==> config.mk <==
export PLATFORM = sky130hd
export DESIGN_NAME = sb_tx_clk_burst_ctrl
export DESIGN_NICKNAME = d
export VERILOG_FILES = /design/src/rtl/sb_clk_pkg.sv /design/src/rtl/sb_clk_gate_icg.sv /design/src/rtl/sb_tx_clk_burst_ctrl.sv
export SDC_FILE = /design/constraint.sdc
export NUM_CORES = 1
export LEC_CHECK = 0
export ABC_CLOCK_PERIOD_IN_PS = 4370
export BUFFER_PORTS_ARGS = -buffer_cell sky130_fd_sc_hd__clkbuf_2
export CAP_MARGIN = 20
export CORE_UTILIZATION = 57
export CTS_CLUSTER_SIZE = 20
export DETAILED_ROUTE_END_ITERATION = 10
export PLACE_DENSITY = 0.87
export SYNTH_ARGS = -nofsm -noshare
export SYNTH_HDL_FRONTEND = slang
export SYNTH_SLANG_ARGS = --single-unit
==> constraint.sdc <==
create_clock -name i_pll_clk -period 4.37 [get_ports i_pll_clk]
set_input_delay 0.2185 -clock i_pll_clk [delete_from_list [all_inputs] [get_ports i_pll_clk]]
set_output_delay 0.2185 -clock i_pll_clk [all_outputs]
set_load 0.02 [all_outputs]
==> src/rtl/sb_clk_pkg.sv <==
// Shared types and defaults for the sideband TX clock burst controller.
package sb_clk_pkg;

  typedef enum logic [1:0] {
    IDLE = 2'd0,
    SEND = 2'd1,
    GAP  = 2'd2
  } sb_clk_state_e;

  localparam int unsigned SB_PKT_BITS   = 64;
  localparam int unsigned SB_GAP_BITS   = 32;
  localparam int unsigned SB_PEND_DEPTH = 4;

  // Larger of two values; used to size the shared bit/gap counter.
  function automatic int unsigned max_u(input int unsigned a, input int unsigned b);
    return (a > b) ? a : b;
  endfunction

endpackage

==> src/rtl/sb_clk_gate_icg.sv <==
// Latch-based clock gate; the only latch in the block, replaceable by a library ICG.
module sb_clk_gate_icg (
  input  logic clk,
  input  logic rst_n,
  input  logic en,
  output logic gclk
);

  logic en_lat;

  // Enable latch: transparent while clk is low, cleared asynchronously by reset.
  always_latch begin
    if (!rst_n) begin
      en_lat <= 1'b0;
    end else if (!clk) begin
      en_lat <= en;
    end
  end

  assign gclk = clk & en_lat;

endmodule

==> src/rtl/sb_tx_clk_burst_ctrl.sv <==
// Sideband TX forwarded-clock controller: PKT_BITS gated pulses per packet,
// GAP_BITS low cycles after each packet, up to PEND_DEPTH queued requests.
module sb_tx_clk_burst_ctrl
  import sb_clk_pkg::*;
#(
  parameter int unsigned PKT_BITS   = SB_PKT_BITS,
  parameter int unsigned GAP_BITS   = SB_GAP_BITS,
  parameter int unsigned PEND_DEPTH = SB_PEND_DEPTH,
  parameter int unsigned CNT_W      = $clog2(max_u(PKT_BITS, GAP_BITS)),
  parameter int unsigned PEND_W     = $clog2(PEND_DEPTH + 1)
) (
  input  logic              i_pll_clk,
  input  logic              i_rst_n,
  input  logic              i_pkt_valid,
  output logic              o_pkt_ready,
  input  logic              i_flush,
  output logic              o_txcksb,
  output logic              o_ser_en,
  output logic [CNT_W-1:0]  o_bit_idx,
  output logic              o_pkt_done,
  output logic              o_burst_end,
  output logic              o_busy,
  output logic [PEND_W-1:0] o_pend_cnt
);

  localparam logic [CNT_W-1:0]  PKT_LAST = CNT_W'(PKT_BITS - 1);
  localparam logic [CNT_W-1:0]  GAP_LAST = CNT_W'(GAP_BITS - 1);
  localparam logic [PEND_W-1:0] PEND_MAX = PEND_W'(PEND_DEPTH);

  sb_clk_state_e     state_q, state_n;
  logic [CNT_W-1:0]  cnt_q, cnt_n;
  logic [PEND_W-1:0] pend_q, pend_n;
  logic              send_entry;
  logic              pkt_done_n;
  logic              burst_end_n;
  logic              accept;
  logic              gate_en;

  logic              ser_en_q;
  logic [CNT_W-1:0]  bit_idx_q;
  logic              pkt_done_q;
  logic              burst_end_q;
  logic              busy_q;

  assign o_pkt_ready = (pend_q < PEND_MAX) & ~i_flush;
  assign accept      = i_pkt_valid & o_pkt_ready;

  // FSM state and bit/gap counter register.
  always_ff @(posedge i_pll_clk or negedge i_rst_n) begin
    if (!i_rst_n) begin
      state_q <= IDLE;
      cnt_q   <= '0;
    end else begin
      state_q <= state_n;
      cnt_q   <= cnt_n;
    end
  end

  // Next-state, counter and pending-queue decode.
  always_comb begin
    state_n     = state_q;
    cnt_n       = cnt_q;
    send_entry  = 1'b0;
    pkt_done_n  = 1'b0;
    burst_end_n = 1'b0;
    pend_n      = pend_q;

    unique case (state_q)
      IDLE: begin
        if (pend_q != '0) begin
          state_n    = SEND;
          cnt_n      = '0;
          send_entry = 1'b1;
        end
      end
      SEND: begin
        if (cnt_q == PKT_LAST) begin
          state_n    = GAP;
          cnt_n      = '0;
          pkt_done_n = 1'b1;
        end else begin
          cnt_n = cnt_q + CNT_W'(1);
        end
      end
      GAP: begin
        if (cnt_q == GAP_LAST) begin
          cnt_n = '0;
          if (pend_q != '0) begin
            state_n    = SEND;
            send_entry = 1'b1;
          end else begin
            state_n     = IDLE;
            burst_end_n = 1'b1;
          end
        end else begin
          cnt_n = cnt_q + CNT_W'(1);
        end
      end
      default: begin
        state_n = IDLE;
        cnt_n   = '0;
      end
    endcase

    // Flush wins over both accept and SEND-entry decrement.
    if (i_flush) begin
      pend_n = '0;
    end else if (accept && !send_entry) begin
      pend_n = pend_q + PEND_W'(1);
    end else if (!accept && send_entry) begin
      pend_n = pend_q - PEND_W'(1);
    end
  end

  // Pending count and registered status outputs.
  always_ff @(posedge i_pll_clk or negedge i_rst_n) begin
    if (!i_rst_n) begin
      pend_q      <= '0;
      ser_en_q    <= 1'b0;
      bit_idx_q   <= '0;
      pkt_done_q  <= 1'b0;
      burst_end_q <= 1'b0;
      busy_q      <= 1'b0;
    end else begin
      pend_q      <= pend_n;
      ser_en_q    <= (state_n == SEND);
      bit_idx_q   <= (state_n == SEND) ? cnt_n : '0;
      pkt_done_q  <= pkt_done_n;
      burst_end_q <= burst_end_n;
      busy_q      <= (state_n != IDLE);
    end
  end

  // The latch in the gate holds next_state==SEND through the following cycle,
  // so the gated clock is high for exactly the SEND cycles.
  assign gate_en = (state_n == SEND);

  sb_clk_gate_icg u_icg (
    .clk   (i_pll_clk),
    .rst_n (i_rst_n),
    .en    (gate_en),
    .gclk  (o_txcksb)
  );

  assign o_ser_en    = ser_en_q;
  assign o_bit_idx   = bit_idx_q;
  assign o_pkt_done  = pkt_done_q;
  assign o_burst_end = burst_end_q;
  assign o_busy      = busy_q;
  assign o_pend_cnt  = pend_q;

endmodule

=== Word level (Yosys, flattened, before mapping) ===
Index checks and enable logic that the tools add are counted.

* Word-level logic and storage cells: 55
* Latch bits: 1
* Register bits: 21
* Output and inout bits: 15
* Bits of input ports: 4

* Magnitude comparators: 1
* $add $sub $neg: 3
* Equal/unequal tests: 5
* Bitwise gates (word level): 4
* Mux-type cells: 25
* Reductions and logical operators: 8

{| class="wikitable"
|+ Operators by type and width
! operator !! number
|-
| 6-bit 2-to-1 mux || 4
|-
| 6-bit one-hot mux with 3 select lines || 1
|-
| 1-bit 2-to-1 mux || 12
|-
| 3-bit 2-to-1 mux || 3
|-
| 6-bit by 1-bit adder with 6-bit output, second input constant || 1
|-
| 6-bit by 5-bit equality test with 1-bit output, second input constant || 1
|-
| 6-bit equality test, second input constant || 1
|-
| 2-bit 2-to-1 mux || 3
|-
| 2-bit one-hot mux with 3 select lines || 1
|-
| 3-bit nonzero test || 2
|-
| 2-bit by 1-bit equality test with 1-bit output, second input constant || 2
|-
| 3-bit by 1-bit adder with 3-bit output, second input constant || 1
|-
| 1-bit bitwise AND || 3
|-
| 3-bit < comparator, second input constant || 1
|-
| 3-bit by 1-bit subtractor with 3-bit output, second input constant || 1
|-
| 2-bit equality test, second input constant || 1
|-
| 1-bit logical AND || 2
|-
| 1-bit zero test || 2
|-
| 2-bit zero test || 1
|-
| 1-bit one-hot mux with 2 select lines || 1
|-
| 2-bit nonzero test || 1
|-
| 1-bit inverter || 1
|}

=== Longest topological paths before layout ===
* Depth in word-level cells: 8
* Gate-level depth with buffers: 9
* Mapped depth without buffers: 9

=== Modules after synthesis ===
From an unflattened synthesis, not the netlist that was laid out.

* Cell total of the unflattened synthesis: 107
* Area, all modules: 1121.1 µm²

{| class="wikitable"
|+ Modules (own cells, without submodules)
! module !! sequential area each (µm²) !! cells an instance !! instances !! area each (µm²)
|-
| sb_tx_clk_burst_ctrl || 525.5 || 103 || 1 || 1089.8
|-
| sb_clk_gate_icg || 0.0 || 4 || 1 || 31.3
|}

==> out/summary.txt <==
========================================================================================================
Cell count of the worst hold path                                                                      2
Final GP Congestion                                                                                0.885
Sequential power share                                                                             40.1%
Cell types occupying the most area after synthesis                                          dfrtp_1 50%, nand2_1 4.6%, nor2_1 3.2%, a21oi_1 2.8%, o21ai_0 2.8%
Cell area power density                                                                      676 nW/um^2
Number of flops mapped to enable cells by yosys                                                        0
Setup bufs post-CTS                                                                                    0
Hold Vio Cnt, Final                                                                                    0
HPWL after detailed placement                                                                    1.49 mm
Slew margin rel.                                                                                   33.6%
Layout-stage area growth over the synthesis result                                                 20.8%
Leakage power figure                                                                            0.597 nW
CP Launch Type                                                                                 flip-flop
CTS tree                                                                                             yes
Worst reg-to-reg path cell count                                                                       6
Post-route DRC violation count                                                                         0
Worst-margin pin slew                                                                             993 ps
Top cell by count, worst path                                                                    nand2_1
Die width                                                                                        45.1 um
Area of the core                                                                              1730 sq um
Tightest Hold Check Type                                                                    primary input to flip-flop
Number of vias per cell after detailed routing                                                      5.37
Initial antenna violation count                                                                        0
Most numerous cell in the Yosys netlist                                                          dfrtp_1
Final setup fails                                                                                      0
Arrival time of the worst setup path                                                             1910 ps
Antenna cells                                                                                          0
Ports placed on the boundary                                                                          19
Commonest cells post-synth                                                                  21 x dfrtp_1, 13 x nand2_1, 9 x nor2_1, 6 x a21oi_1, 6 x o21ai_0
Crit-path slowest cell                                                                           dfrtp_1
Worst path top cell family by delay                                                         simple AND/OR/NAND/NOR gates
Y dimension of the die                                                                           45.1 um
Fraction of layout instances using a drive strength above 1                                        24.8%
Cell area after synthesis                                                                     1060 sq um
Wire length of the first global-routing pass                                                     3.63 mm
Post-synthesis cell type with the largest combined area                                          dfrtp_1
Rows                                                                                                  15
DRC marker count from the first detailed-route iteration                                              25
Net switching share of the total power                                                             40.7%
Area of the die                                                                               2030 sq um
Worst vdd rail ir drop                                                                          0.476 mV
Maximum number of pins on one net before global-route repair                                          23
Clock group share of total power                                                                   20.5%
Maximum capacitance violations                                                                         0
CP Buf/Inv Count                                                                                       0
Total Routed Length                                                                              2.15 mm
Post-layout nets                                                                                     143
Post-CTS clock slew at the launch and capture registers of the worst setup and hold paths         110 ps
Status                                                                                         completed
Category of the critical setup timing path                                                  flip-flop to latch
Overall routing resource usage                                                                     25.9%
Share of async-settable or async-resettable flops after synthesis                                  95.5%
Average wire length per cell after detail routing                                                13.3 um
Critical path, cell by cell                                                                 ha_1 > and4_4 > nand2_1 > nand2_1 > nand2_1 > and2_1
Flop and latch count out of synthesis                                                                 22
DRT antenna net count                                                                                  0
Net count after synthesis                                                                            113
Setup repair after global routing missed its margin                                                   no
Proportion of netlist area held by the largest area contributor                                    49.7%
Distinct cell type count of the synthesized netlist                                                   36
Synth warn                                                                                             0
Clock skew                                                                                       37.1 ps
Worst-path fanout max                                                                                  6
Fin. max-slew vios                                                                                     0
Largest stage delay on the critical path                                                          440 ps
Port buffer count                                                                                     18
Critical path endpoint category                                                                    latch
Cell count after synthesis                                                                           107
Cell internal power dissipation                                                                   512 uW
Effective utilization at floorplan                                                                 61.2%
Total net switching power                                                                         351 uW
Worst path depth                                                                                       6
Overall Power                                                                                     863 uW
Clock latency on the worst-skew pair                                                              400 ps
Number of global-route vias before repair                                                            818
DR vias                                                                                              870
Count of TritonRoute iterations in the first routing pass                                              4
Total congestion overflow after global routing                                                         0
Total negative slack for setup checks                                                               0 ps
Combinational Power Share                                                                          39.4%
Post-Synthesis Mean Instance Area                                                             9.88 sq um
Count of filler cells inserted in the layout                                                         136
Top flip-flop cell by instance count after synthesis                                             dfrtp_1
Worst path required time                                                                         2580 ps
========================================================================================================
==> state kept, by name (all words and copies together) (netlist names) <==
signal        flops
cnt_q             6
o_bit_idx         6
o_pend_cnt        3
state_q           2
o_burst_end       1
o_busy            1
o_pkt_done        1
o_ser_en          1
u_icg.en_lat      1
==> through the flow <==
step           area [sq um]  utilization [%]  instances  hold WS, ps  setup slack [ps]
5_1_grt                1280             74.0        162         9.94               551
4_1_cts                1280             74.0        162         26.1               713
3_5_place_dp           1170             67.8        148        -1660               758
2_1_floorplan          1060                -        107        -1970               869
6_report               1280             74.0        162         28.6               674
3_3_place_gp           1170             67.8        148        -1670               791
==> cells in the final DEF (no fill, tap or decap), types with 2 or more instances in the layout <==
cell / count
nor3_1: 5
and2_1: 4
clkbuf_1: 2
nor2b_1: 2
dfrtp_1: 21
a21oi_1: 6
nor2_1: 9
xor2_1: 3
nand2b_1: 3
o21ai_1: 2
nand2_1: 13
dlygate4sd3_1: 4
clkbuf_2: 18
or3_1: 2
mux2i_1: 2
o21ai_0: 6
and3_1: 2
clkbuf_4: 8
inv_1: 3
nand3_1: 3
nor3b_2: 2
==> what timing repair did <==
action                    in CTS  in global routing
hold buffers                   4                  0
gates resized for setup        0                  0
hold endpoints to repair      22                  0
==> power groups by stage <==
stage	Clock [mW]	Sequential, mW	Combinational (mW)
6_report	0.177	0.346	0.340
5_1_grt	0.198	0.356	0.377
4_1_cts	0.185	0.343	0.339
3_5_place_dp	0.0168	0.347	0.334
3_3_place_gp	0.0168	0.343	0.323
2_1_floorplan	0.0127	0.367	0.223
==> worst paths after layout <==
path,endpoint,slack [ps],startpoint
min in group asynchronous,o_bit_idx[1],2250,i_rst_n
setup reg to reg,u_icg.en_lat,670,cnt_q[0]
min in group gated,clock gate,490,i_rst_n
hold / removal,o_pend_cnt[2],30,i_flush
hold reg to reg,o_bit_idx[0],550,cnt_q[0]
max in group asynchronous,o_bit_idx[4],1520,i_rst_n
setup / recovery,u_icg.en_lat,670,cnt_q[0]
max in group gated,clock gate,1450,i_rst_n
==> logic make-up after synthesis <==
group | count (synthesis) | share of synthesized area (%)
simple gates | 50 | 25.9
compound gates | 21 | 12.1
flops | 21 | 49.7
buf+inv | 6 | 2.60
xor+xnor | 4 | 3.31
fa+ha+maj | 2 | 3.08
mux | 2 | 1.89
latches | 1 | 1.42
==> per-layer routing <==
layer  vias up  global-route usage (%)  share of wire (%)
met5         -                       0                  0
met4         0                    11.5                1.6
met3         6                    9.20                5.4
met2        43                    40.9                 50
met1       396                    31.8                 43
li1        425                       -                  -
==> layout make-up <==
type / count / area, sq um / share of cell area, %
tap: 25 / 31.3 / 2.45
multi-input combinational: 79 / 489 / 38.3
clock buffer: 11 / 72.6 / 5.68
timing repair buffer: 22 / 133 / 10.4
inverter: 3 / 11.3 / 0.881
sequential: 22 / 541 / 42.3
Power figures use the tool's default switching activity.
